## src/rtl/udp_bank_pkg.sv

```systemverilog
// Shared types and next-state function for the UDP latch bank.
// The same next_state() is the reference for any behavioural model of a channel.
package udp_bank_pkg;

  localparam int unsigned MODE_W = 2;
  // Widest channel the shared next-state function can carry; callers zero-extend.
  localparam int unsigned MAX_W  = 64;

  typedef enum logic [MODE_W-1:0] {
    MODE_LATCH  = 2'b00,
    MODE_EDGE   = 2'b01,
    MODE_TOGGLE = 2'b10,
    MODE_HOLD   = 2'b11
  } mode_e;

  // Priority: clr, then the mode-specific update, else hold.
  function automatic logic [MAX_W-1:0] next_state(
    input mode_e            mode,
    input logic             en,
    input logic             en_prev,
    input logic             clr,
    input logic [MAX_W-1:0] d,
    input logic [MAX_W-1:0] q,
    input logic [MAX_W-1:0] rst_val
  );
    logic             rise;
    logic [MAX_W-1:0] nxt;
    rise = en & ~en_prev;
    nxt  = q;
    if (clr) begin
      nxt = rst_val;
    end else begin
      case (mode)
        MODE_LATCH:  if (en)   nxt = d;
        MODE_EDGE:   if (rise) nxt = d;
        MODE_TOGGLE: if (rise) nxt = ~q;
        default:     nxt = q;
      endcase
    end
    return nxt;
  endfunction

endpackage

```

## src/rtl/udp_latch_chan.sv

```systemverilog
// One state channel of the UDP latch bank: q, en history, change pulse and,
// when UDP_BANK_EVT_CNT_EN is defined, a saturating change counter.
module udp_latch_chan
  import udp_bank_pkg::*;
#(
  parameter int unsigned      WIDTH   = 1,
  parameter logic [WIDTH-1:0] RST_VAL = '0,
  parameter int unsigned      CNT_W   = 8
) (
  input  logic                clk_i,
  input  logic                rst_ni,
  input  logic                en_i,
  input  logic [WIDTH-1:0]    d_i,
  input  logic [MODE_W-1:0]   mode_i,
  input  logic                clr_i,
  output logic [WIDTH-1:0]    q_o,
  output logic                changed_o
`ifdef UDP_BANK_EVT_CNT_EN
  ,
  output logic [CNT_W-1:0]    evt_cnt_o
`endif
);

  logic [WIDTH-1:0] q_d, q_q;
  logic             en_prev_q;
  logic             changed_q;
  logic             chg;

  // Next state from the shared function, narrowed back to the channel width.
  always_comb begin
    q_d = WIDTH'(next_state(mode_e'(mode_i), en_i, en_prev_q, clr_i,
                            MAX_W'(d_i), MAX_W'(q_q), MAX_W'(RST_VAL)));
    chg = (q_d != q_q);
  end

  // State, en history (tracked every cycle so a mode switch never re-fires an edge)
  // and the registered change pulse.
  always_ff @(posedge clk_i or negedge rst_ni) begin
    if (!rst_ni) begin
      q_q       <= RST_VAL;
      en_prev_q <= 1'b0;
      changed_q <= 1'b0;
    end else begin
      q_q       <= q_d;
      en_prev_q <= en_i;
      changed_q <= chg;
    end
  end

  assign q_o       = q_q;
  assign changed_o = changed_q;

`ifdef UDP_BANK_EVT_CNT_EN
  logic [CNT_W-1:0] cnt_d, cnt_q;

  // Saturating count of changes; only reset clears it, clr does not.
  always_comb begin
    cnt_d = cnt_q;
    if (chg && (cnt_q != {CNT_W{1'b1}})) cnt_d = cnt_q + 1'b1;
  end

  // Counter register, updated on the same edge that registers changed.
  always_ff @(posedge clk_i or negedge rst_ni) begin
    if (!rst_ni) cnt_q <= '0;
    else         cnt_q <= cnt_d;
  end

  assign evt_cnt_o = cnt_q;
`else
  // CNT_W only sizes the counter; keep it referenced when the counter is absent.
  if (CNT_W == 0) begin : g_cnt_w_unused
  end
`endif

endmodule

```

## src/rtl/udp_latch_bank.sv

```systemverilog
// Bank of NCH independent UDP-style state channels (latch / edge / toggle / hold).
// Optional per-channel change counters: define UDP_BANK_EVT_CNT_EN.
module udp_latch_bank
  import udp_bank_pkg::*;
#(
  parameter int unsigned      NCH     = 4,
  parameter int unsigned      WIDTH   = 1,
  parameter logic [WIDTH-1:0] RST_VAL = '0,
  parameter int unsigned      CNT_W   = 8
) (
  input  logic                    clk,
  input  logic                    rst_n,
  input  logic [NCH-1:0]          en,
  input  logic [NCH*WIDTH-1:0]    d,
  input  logic [NCH*MODE_W-1:0]   mode,
  input  logic [NCH-1:0]          clr,
  output logic [NCH*WIDTH-1:0]    q,
  output logic [NCH-1:0]          changed
`ifdef UDP_BANK_EVT_CNT_EN
  ,
  output logic [NCH*CNT_W-1:0]    evt_cnt
`endif
);

  for (genvar i = 0; i < NCH; i++) begin : g_chan
    udp_latch_chan #(
      .WIDTH   (WIDTH),
      .RST_VAL (RST_VAL),
      .CNT_W   (CNT_W)
    ) u_chan (
      .clk_i     (clk),
      .rst_ni    (rst_n),
      .en_i      (en[i]),
      .d_i       (d[i*WIDTH +: WIDTH]),
      .mode_i    (mode[i*MODE_W +: MODE_W]),
      .clr_i     (clr[i]),
      .q_o       (q[i*WIDTH +: WIDTH]),
      .changed_o (changed[i])
`ifdef UDP_BANK_EVT_CNT_EN
      ,
      .evt_cnt_o (evt_cnt[i*CNT_W +: CNT_W])
`endif
    );
  end

endmodule

```

## config.mk

```make
export PLATFORM = sky130hd
export DESIGN_NAME = udp_latch_bank
export DESIGN_NICKNAME = d
export VERILOG_FILES = /design/src/rtl/udp_bank_pkg.sv /design/src/rtl/udp_latch_chan.sv /design/src/rtl/udp_latch_bank.sv
export SDC_FILE = /design/constraint.sdc
export NUM_CORES = 1
export LEC_CHECK = 0
export ABC_CLOCK_PERIOD_IN_PS = 1100
export BUFFER_PORTS_ARGS = -buffer_cell sky130_fd_sc_hd__buf_4
export CAP_MARGIN = 20
export CORE_MARGIN = 2
export CORE_UTILIZATION = 40
export CTS_CLUSTER_SIZE = 16
export DETAILED_ROUTE_END_ITERATION = 12
export HOLD_SLACK_MARGIN = 0.05
export PLACE_DENSITY_LB_ADDON = 0.05
export RECOVER_POWER = 100
export SYNTH_ARGS = -nofsm -noshare
export SYNTH_HDL_FRONTEND = slang
export SYNTH_SLANG_ARGS = --single-unit
```

## constraint.sdc

```tcl
create_clock -name clk -period 1.1 [get_ports clk]
set_input_delay 0.275 -clock clk [delete_from_list [all_inputs] [get_ports clk]]
set_output_delay 0.275 -clock clk [all_outputs]
set_load 0.02 [all_outputs]
```

* Word level (Yosys, flattened, before mapping)
Index checks and enable logic that the tools add are counted.
** Storage, ports and cells
- Word-level logic and storage cells :: 60
- Flip-flop bits (word level) :: 12
- Output and inout port bits :: 8
- Bits of input ports :: 22
** Cells by class
- Bitwise operators :: 12
- Mux-type cells :: 20
- Equality and inequality tests :: 12
- Reduce and logical (&&, ||, !) cells :: 4
** Operators by type and width (count)
- 1-bit 2-to-1 mux :: 16
- 1-bit case mux with 3 select lines :: 4
- 2-bit by 1-bit == test with 1-bit output (second input constant) :: 4
- 2-bit == test (second input constant) :: 4
- 2-bit logical NOT :: 4
- 1-bit NOT :: 8
- 1-bit AND :: 4
- 1-bit inequality test :: 4

* Longest topological paths before layout
Gate-level depths: netlist (run 1).
- Depth after elaboration :: 6
- Gate-level depth with buffers :: 4
- Mapped depth without buffers :: 4

* Cells and area by module
Synthesis (run 1) repeated with hierarchy kept, for this count alone.
** Unflattened totals
- Cell total of the unflattened synthesis :: 60
- Area, all modules :: 580.6 µm²
** By module, submodules not included
- udp_latch_chan :: area each 145.1 µm², cells each 15, seq. area each 75.1 µm², instances 4

* Worst setup path after synthesis (run 1)
Ideal clock, no wire load.
- Path type :: register to register
- Start point :: register g_chan[0].u_chan.en_prev_q
- End point :: register g_chan[0].u_chan.q_q
- Period minus slack after synthesis :: 1.006 ns
- Library setup time :: 0.119 ns
- Stages on the path, launching flop included :: 5
- Buffers on the path :: 0
- Data arrival time :: 0.887 ns
- Path slack :: 0.094 ns
- Data required time :: 0.981 ns
- Cell sequence :: dfrtp_1 -> a211oi_2 -> a31o_1 -> a21oi_2 -> o21a_1
** On the way
- Longest elaborated chain between the ends :: 5
** Ends and longest elaborated chain
- from (decl) :: RTL line udp_latch_chan.sv:25 : logic en_prev_q;
- from (signal assigned) :: RTL line udp_latch_chan.sv:45 : en_prev_q <= en_i;
- 1-bit NOT (*) :: RTL line udp_bank_pkg.sv:28 : rise = en & ~en_prev;
- 1-bit AND (*) :: RTL line udp_bank_pkg.sv:28
- 1-bit 2-to-1 mux, on equally long branches :: RTL line udp_bank_pkg.sv:36, udp_bank_pkg.sv:35
- 1-bit case mux with 3 select lines (*) :: RTL line udp_bank_pkg.sv:33 : case (mode)
- 1-bit 2-to-1 mux (*) :: RTL line udp_bank_pkg.sv:30 : if (clr) begin
- via g_chan[0].u_chan.q_d :: RTL line udp_latch_chan.sv:24 : logic [WIDTH-1:0] q_d, q_q;
- to (signal assigned) :: RTL line udp_latch_chan.sv:44 : q_q <= q_d;
- to (decl) :: RTL line udp_latch_chan.sv:24
Mark *: on every way through the listed nets, which the timed path passes. The rest lies on a longest branch.

* Worst setup path after layout (run 1)
- Start point :: register g_chan[2].u_chan.q_q
- End point :: output q[2]
** RTL lines
- from (decl) :: RTL line udp_latch_chan.sv:24
- from (signal assigned) :: RTL line udp_latch_chan.sv:44
- to (decl) :: RTL line udp_latch_bank.sv:17 : output logic [NCH*WIDTH-1:0] q,
No word-level cell between the ends.

==> results of run 1 <==
-- power by group through the flow --
stage / sequential, W / clock [W] / combinational (W)
finish: 0.000497 / 0.000344 / 0.000275
global route: 0.000501 / 0.000387 / 0.000300
CTS: 0.000494 / 0.000361 / 0.000267
detailed placement: 0.000506 / 0 / 0.000238
global placement: 0.000505 / 0 / 0.000238
floorplan: 0.000500 / 0 / 0.000142
-- state kept, by name, summed over array words and instances (netlist names) --
| name | cells |
|---|---|
| g_chan.u_chan.changed_o | 4 |
| g_chan.u_chan.q_o | 4 |
| g_chan.u_chan.en_prev_q | 4 |
-- final cells by class --
class | instances | area (um2)
sequential | 12 | 302
timing repair buffer | 38 | 294
tap | 16 | 20.0
inverter | 4 | 15.0
fill | 144 | 569
clock buffer | 4 | 36.3
multi-input combinational | 40 | 270
-- cell usage after synthesis --
master,number
dfrtp_1,12
buf_4,8
o21a_1,8
a211oi_2,4
a21oi_1,4
a21oi_2,4
a31o_1,4
inv_1,4
nand2_1,4
nor2_1,4
nor3_1,4
o21ai_1,4
-- kinds of logic after synthesis --
group | Yosys count
DFF | 12
and+or+nand+nor | 12
buffers and inverters | 12
AOI/OAI and AO/OA | 28
-- stage by stage --
stage	utilization (%)	hold WS (ns)
2_1_floorplan	-	-0.0206
3_3_place_gp	54.7	0.125
3_5_place_dp	54.7	0.124
4_1_cts	60.5	0.127
5_1_grt	62.2	0.158
6_report	62.2	0.164
-- final timing paths --
| kind | depth (start not counted) | end | start | slack (ns) |
|---|---|---|---|---|
| min in group asynchronous | 2 | g_chan[2].u_chan.en_prev_q | rst_n | 0.42 |
| worst min-delay path | 1 | g_chan[0].u_chan.en_prev_q | en[0] | 0.16 |
| max in group asynchronous | 2 | g_chan[2].u_chan.q_o | rst_n | 0.43 |
| worst max-delay path | 1 | q[2] | g_chan[2].u_chan.q_o | -0.02 |
| worst max register to register | 4 | g_chan[3].u_chan.q_o | g_chan[3].u_chan.q_o | 0.03 |
| worst min register to register | 1 | g_chan[2].u_chan.q_o | g_chan[2].u_chan.q_o | 0.58 |
-- per-layer routing --
| layer | GRT usage (%) | wire, um |
|---|---|---|
| met5 | 0 | 0 |
| met4 | 5.45 | 0 |
| met3 | 2.86 | 89 |
| met2 | 22.4 | 622 |
| met1 | 17.9 | 525 |
-- what timing repair did --
item                                    in CTS  in global routing
resized for setup                            3                  5
endpoints found under the setup margin       5                 13
pin swaps                                    2                  8
buffers inserted                             4                  4
hold endpoints to repair                    12                  0
hold buffers                                 1                  0
==> impl_metrics.json, run 1 <==
{
  "min_path_type": "input pin to flip-flop",
  "worstSetupPathType": "flip-flop to output pin",
  "final_cell_mix": "buf_4 (24), dfrtp_1 (11), o21a_1 (8)",
  "path_cells": "buf_6",
  "path_max_fanout": 5,
  "dp_hpwl_um": 930,
  "end_kind": "output pin",
  "rows": 14,
  "die_w_um": 44.2,
  "diodes": 0,
  "yosys.area.top_type_share_pct": 46.5,
  "drtAntennaViolNets": 0,
  "critPathRequiredTime_ns": 0.82,
  "synth_fp_nets": 86,
  "cts-htree-levels": 1,
  "violations": "setup timing",
  "ys_seq_area_share_pct": 46.5,
  "relSlewSlack_pct": 79.4,
  "pwr-share-comb_pct": 24.7,
  "cts_buffer_depth": 2,
  "clk_pin_slew_ns": 0.08,
  "synth-simple-area-share_pct": 7.75,
  "max_freq_mhz": 891,
  "first_iter_violations": 8,
  "finClkSkew_ns": 0.00166,
  "synthTopCellsByArea": "dfrtp_1 (47%), buf_4 (9.3%), o21a_1 (9.3%)",
  "ys_ff_latch": 12,
  "gr-total-overflow": 0,
  "drive_gt1_share_pct": 46.9,
  "io_buffer_count": 29,
  "synth_compound_area_share_pct": 34.1,
  "initial_core_util_pct": 42.9,
  "vias_per_cell": 4.99,
  "cts_tree": "built",
  "netlist_area_um2": 646,
  "setup_viol": 2,
  "yosysWarnings": 0,
  "p_int_w": 0.000824,
  "synth_mux_area_share_pct": 0,
  "synthXorXnorAreaFrac_pct": 0,
  "period_needed_ns": 1.12,
  "numCtsBuffers": 3,
  "place_ws_ns": 0.0109,
  "crit_arrival_ns": 0.85,
  "core_mm2": 0.00151,
  "synth.distinct_cells": 12,
  "p_clk_share_pct": 30.8,
  "max-vdd-ir-drop_v": 0.000710,
  "finalHoldViolCount": 0,
  "grt_pass1_vias": 472,
  "fin_crit_sh_pct": 102,
  "static-leakage-power_nw": 0.432,
  "grt_max_degree": 13,
  "clock_latency_ns": 0.26,
  "cp.buffers_inverters": 1,
  "p_sw_share_pct": 26.1,
  "power_frac_seq_pct": 44.5,
  "fin_setup_tns_ns": -0.0300,
  "synth_top_family_by_area": "compound AO/OA/AOI/OAI gates",
  "avgSynthCellArea_um2": 10.1,
  "layout_commonest_cell": "buf_4",
  "drv_slew": 0,
  "grt_first_pass_wirelength_mm": 2.01,
  "stdcell_count": 114,
  "grt_use_total_pct": 13.8,
  "power.density_mw_per_mm2": 1190,
  "dieHeight_um": 44.2,
  "status": "finished with violations",
  "power_switching_w": 0.000292,
  "yosysTopAreaCell": "dfrtp_1",
  "place_area_um2": 823,
  "worst_path_largest_cell_delay_ns": 0.44,
  "maxCapViolations": 0,
  "dpl.cell_count": 101,
  "rsz0062_at_grt": "yes",
  "cts.sinks": 12,
  "setup_ws_ns": -0.0227,
  "routabilityCongestion": 0.741,
  "slowest_stage": "dfrtp_2",
  "dieArea_mm2": 0.00195,
  "num_vias": 569,
  "antenna_found_initial": 0,
  "io_pins": 30,
  "p_total_w": 0.00112,
  "drt_wl_total_mm": 1.24,
  "synthToLayoutAreaGrowth_pct": 45.2,
  "drcViolationCount": 0,
  "final_area_um2": 937,
  "cp-start-kind": "flip-flop",
  "cpLargestDelayFamily": "flip-flops",
  "synthAdderAreaFrac_pct": 0,
  "final_nets": 121,
  "wl_per_cell_um": 10.8,
  "dr.pass1.iters": 4,
  "cts_root_buffer": "clkbuf_4",
  "postSynthCellCount": 64,
  "worstMarginPinSlew_ns": 0.309
}
Power figures use the tool's default switching activity.
==> run 2, diff against run 1 <==
- CORE_UTILIZATION: 40 -> 38
- SYNTH_HIERARCHICAL: default -> 1
==> run 2 against run 1 <==
The run still ends with setup timing left. Die area shrank 4.9%. Clock power is 15% lower. Via count is 19% higher. Worst setup slack lost 0.11 ns. Area after synthesis fell by 10%. Highest routed layer is now met4.
==> impl_metrics.json, run 2 <==
{
  "place_ws_ns": -0.128,
  "die_w_um": 43.1,
  "setup_ws_ns": -0.132,
  "cts_tree": "built",
  "dr.pass1.iters": 4,
  "drtAntennaViolNets": 0,
  "fin_setup_tns_ns": -1.04,
  "violations": "setup timing",
  "numCtsBuffers": 3,
  "fill_cells": 124,
  "yosys.area.top_type_share_pct": 51.7,
  "cts-htree-levels": 1,
  "synthMostInstantiatedCell": "nor2_1",
  "initial_core_util_pct": 39.5,
  "synth_fp_nets": 82,
  "dieArea_mm2": 0.00186,
  "crit_arrival_ns": 1.40,
  "stdcell_count": 129,
  "status": "finished with violations",
  "dpl.cell_count": 114,
  "avgSynthCellArea_um2": 9.68,
  "drt_wl_total_mm": 1.71,
  "critPathRequiredTime_ns": 1.26,
  "finClkSkew_ns": 0.00447,
  "gr-total-overflow": 0,
  "cts.sinks": 12,
  "num_vias": 677,
  "diodes": 0,
  "maxCapViolations": 0,
  "setup_viol": 10,
  "drcViolationCount": 0,
  "grt_use_total_pct": 18.7,
  "cts_buffer_depth": 2,
  "path_cells": "buf_6 -> nand3b_1 -> o21ai_2 -> a31o_1 -> a32o_1",
  "synth.distinct_cells": 10,
  "power.density_mw_per_mm2": 1100,
  "worstSetupPathType": "flip-flop to flip-flop",
  "dp_hpwl_mm": 1.15,
  "period_needed_ns": 1.23,
  "drive_gt1_share_pct": 46.9,
  "worstMarginPinSlew_ns": 0.380,
  "clock_latency_ns": 0.28,
  "grt_first_pass_wirelength_mm": 2.55,
  "yosysWarnings": 6,
  "synth_edf_count": 0,
  "finalHoldViolCount": 0,
  "worst_path_largest_cell_delay_ns": 0.42,
  "clk_pin_slew_ns": 0.08,
  "slowest_stage": "dfrtp_2",
  "synth_common_cells": "nor2_1 (16), dfrtp_1 (12)",
  "wl_per_cell_um": 13.2,
  "ys_seq_area_share_pct": 51.7,
  "first_iter_violations": 16,
  "cp-start-kind": "flip-flop",
  "io_pins": 30,
  "fin_crit_sh_pct": 112,
  "static-leakage-power_nw": 0.491,
  "synth-async-reset-ratio_pct": 100,
  "grt_max_degree": 13,
  "drv_slew": 0,
  "dieHeight_um": 43.1,
  "max_freq_mhz": 811,
  "synthTopCellsByArea": "dfrtp_1 (52%), nor2_1 (10%), a32o_1 (6.9%)",
  "cts_root_buffer": "clkbuf_4",
  "max-vdd-ir-drop_v": 0.000593,
  "grt_pass1_vias": 642,
  "min_path_type": "input pin to flip-flop",
  "rsz0062_at_grt": "yes",
  "io_buffer_count": 29,
  "path_max_fanout": 2,
  "relSlewSlack_pct": 74.4,
  "final_cell_mix": "buf_4 (31), nor2_1 (16), buf_6 (12)",
  "core_mm2": 0.00147,
  "synthToLayoutAreaGrowth_pct": 78.7,
  "routabilityCongestion": 0.763,
  "end_kind": "flip-flop",
  "rows": 14,
  "dominantRegCellSynth": "dfrtp_1",
  "netlist_area_um2": 581,
  "final_nets": 136,
  "postSynthCellCount": 60,
  "ys_ff_latch": 12,
  "layout_commonest_cell": "buf_4",
  "yosysTopAreaCell": "dfrtp_1",
  "vias_per_cell": 5.25,
  "antenna_found_initial": 0
}
## run 2: final cells by class
type,count,area (um2),share of cell area [%]
multi-input combinational,48,288,27.7
timing repair buffer,49,398,38.4
clock buffer,4,26.3,2.53
sequential,12,305,29.4
tap,16,20.0,1.93
## run 2: cells by family after synthesis
| kind of cell | synth area share, % |
|---|---|
| AOI/OAI and AO/OA | 30.2 |
| and+or+nand+nor | 18.1 |
| DFF | 51.7 |
## run 2: path summary, 6_finish.rpt
path,start,endpoint,slack [ns],cells past startpoint
max,g_chan[2].u_chan/q_o,g_chan[2].u_chan/changed_o,-0.13,5
min,en[1],g_chan[1].u_chan/en_prev_q,0.14,1
max reg2reg,g_chan[2].u_chan/q_o,g_chan[2].u_chan/changed_o,-0.13,5
min reg2reg,g_chan[3].u_chan/en_prev_q,g_chan[3].u_chan/changed_o,0.67,3
max in group asynchronous,rst_n,g_chan[2].u_chan/q_o,0.43,2
min in group asynchronous,rst_n,g_chan[1].u_chan/en_prev_q,0.41,2
## run 2: per-layer routing
layer	up-vias	wire (um)	track usage (%)
met5	-	0	0
met4	0	23	9.09
met3	4	96	4.26
met2	21	972	35.2
met1	319	612	18.6
li1	333	-	-
## run 2: where the power goes
group / switching (W) / internal [W]
Combinational: 0.000153 / 0.000199
Sequential: 0.0000191 / 0.000475
Clock: 0.000152 / 0.000141
Total: 0.000324 / 0.000814
## run 2: critical path: cells and delay by family (launching register included)
| kind | cells | cell delay (ns) |
|---|---|---|
| flops | 1 | 0.42 |
| buf+inv | 1 | 0.11 |
| simple gates | 1 | 0.08 |
| compound gates | 3 | 0.50 |
## run 2: through the flow
stage          hold WS (ns)  util, %  cell area, um2  power [W]
2_1_floorplan       -0.0206        -             586   0.000612
4_1_cts               0.113     68.1            1000    0.00112
6_report              0.145     70.5            1040    0.00114
3_5_place_dp          0.126     60.5             891   0.000786
5_1_grt               0.136     70.5            1040    0.00119
3_3_place_gp          0.125     60.5             891   0.000779
## run 2: timing repair
action | in CTS | in global routing
endpoints found under the setup margin | 4 | 10
hold buffers | 1 | 0
pin swaps | 0 | 4
hold endpoints to repair | 12 | 0
buffers inserted | 6 | 4
resized for setup | 8 | 6
==> run 3, diff against run 2 <==
- ABC_CLOCK_PERIOD_IN_PS: 1100 -> 1200
- CORE_UTILIZATION: 38 -> 42
- TNS_END_PERCENT: default -> 20
- clock period: 1.1 -> 1.2 ns (I/O delays scaled with it)
==> run 3 against run 2 <==
Highest routed layer unchanged. Hold slack improved by 0.044 ns. Die area is 8.6% lower. Design area is 15% lower. Via count shrank 11%. The run still ends with setup timing left.
==> impl_metrics.json, run 3 (synthesized netlist as in run 2, its figures left out) <==
{
  "status": "finished with violations",
  "violations": "setup timing",
  "relSlewSlack_pct": 59.4,
  "m1WireLength_um": 548,
  "grt_max_degree": 13,
  "static-leakage-power_nw": 0.411,
  "dieArea_mm2": 0.00170,
  "max-vdd-ir-drop_v": 0.000784,
  "final_nets": 122,
  "cts_tree": "built",
  "diodes": 0,
  "cts.sinks": 12,
  "fin_crit_sh_pct": 101,
  "synthToLayoutAreaGrowth_pct": 51.7,
  "finalHoldViolCount": 0,
  "power.density_mw_per_mm2": 1050,
  "seqCellArea_um2": 300,
  "drcViolationCount": 0,
  "cts_root_buffer": "clkbuf_4",
  "worstMarginPinSlew_ns": 0.609,
  "drtAntennaViolNets": 0,
  "worstSetupPathType": "flip-flop to output pin",
  "path_max_fanout": 4,
  "vias_per_cell": 5.32,
  "fill_cells": 120,
  "rows": 13,
  "finClkSkew_ns": 0.000379,
  "rsz0062_at_grt": "yes",
  "min_path_type": "input pin to flip-flop",
  "initial_core_util_pct": 44.6,
  "final_cell_mix": "buf_4 (19), nor2_1 (16), dfrtp_1 (12)",
  "clk_pin_slew_ns": 0.06,
  "maxCapViolations": 0,
  "cts_buffer_depth": 2,
  "io_pins": 30,
  "routabilityCongestion": 0.691,
  "dpl.cell_count": 108,
  "layout_commonest_cell": "buf_4",
  "max_freq_mhz": 828,
  "gr-total-overflow": 0,
  "drt_wl_total_mm": 1.38,
  "dp_hpwl_mm": 1.08,
  "stdcell_count": 113,
  "antenna_found_initial": 0,
  "clock_latency_ns": 0.26,
  "cts-htree-levels": 1,
  "period_needed_ns": 1.21,
  "numCtsBuffers": 3,
  "wl_per_cell_um": 12.2,
  "setup_viol": 1,
  "dieHeight_um": 41.2,
  "dr_wl_met3_um": 129,
  "holdWs_ns": 0.189,
  "io_buffer_count": 29,
  "multiInputGateArea_um2": 280,
  "drive_gt1_share_pct": 32.7,
  "core_mm2": 0.00130,
  "num_vias": 601,
  "crit_arrival_ns": 0.91,
  "drv_slew": 0,
  "top_layer": "met4",
  "grt_first_pass_wirelength_mm": 1.95,
  "end_kind": "output pin",
  "wl_met2_um": 690,
  "critPathRequiredTime_ns": 0.90,
  "dr.pass1.iters": 4,
  "grt_use_total_pct": 18.5,
  "first_iter_violations": 9,
  "die_w_um": 41.2,
  "setup_ws_ns": -0.00843,
  "grt_pass1_vias": 491,
  "fin_util_pct": 67.7,
  "cp-start-kind": "flip-flop"
}
run 3: cell types whose count changed in the layout (fill, tap and decap cells not counted):
| cell | before | now |
|---|---|---|
| dfrtp_1 | 8 | 12 |
| buf_6 | 12 | 6 |
| dfrtp_2 | 4 | 0 |
| buf_4 | 31 | 19 |
| o21ai_2 | 2 | 0 |
| clkbuf_2 | 1 | 4 |
| o21ai_0 | 1 | 3 |
run 3: area by class of cell:
| class | count | area share, % |
|---|---|---|
| Multi-Input combinational cell | 48 | 31.8 |
| Sequential cell | 12 | 34.1 |
| Tap cell | 15 | 2.13 |
| Clock buffer | 3 | 2.56 |
| Timing Repair Buffer | 35 | 29.4 |
run 3: worst max-delay path, cell delays in order, from the launching register on:
cell and delay [ns]:
dfrtp_1 0.39, buf_6 0.13, buf_6 0.12
run 3: path summary, 6_finish.rpt:
kind                            slack, ns                    endpoint  cells after the start                  from
min in group asynchronous            0.55        g_chan[3].u_chan/q_o                      2                 rst_n
max in group asynchronous            0.25  g_chan[2].u_chan/en_prev_q                      2                 rst_n
worst min register to register       0.58  g_chan[3].u_chan/changed_o                      1  g_chan[3].u_chan/q_o
worst max register to register       0.02  g_chan[2].u_chan/changed_o                      5  g_chan[2].u_chan/q_o
worst max-delay path               -0.008                        q[2]                      2  g_chan[2].u_chan/q_o
worst min-delay path                 0.19  g_chan[2].u_chan/en_prev_q                      1                 en[2]
run 3: layer usage:
layer	global-route usage [%]	up-vias
li1	-	304
met1	21.2	270
met2	30.1	25
met3	8.15	2
met4	7.26	0
met5	0	-
run 3: power by group:
part	internal (W)	switching, W	total [W]
logic	0.000128	0.000120	0.000248
registers	0.000434	0.0000159	0.000450
clock network	0.000116	0.000114	0.000230
run 3: through the flow:
stage          total power (W)  instance area [um2]  worst slack [ns]  setup TNS [ns]
3_3_place_gp          0.000697                  847            0.0270               0
3_5_place_dp          0.000703                  847            0.0105               0
2_1_floorplan         0.000559                  581            0.0330               0
5_1_grt               0.000986                  881           -0.0408          -0.158
6_report              0.000928                  881          -0.00843        -0.00843
4_1_cts               0.000955                  906           -0.0189         -0.0336
run 3: what timing repair did:
| item | CTS | global route |
|---|---|---|
| endpoints found under the hold margin | 12 | 0 |
| hold buffers | 1 | 0 |
| setup endpoints to repair | 4 | 4 |
| setup buffers | 1 | 1 |
| pin swaps | 1 | 0 |
| resized for setup | 7 | 0 |
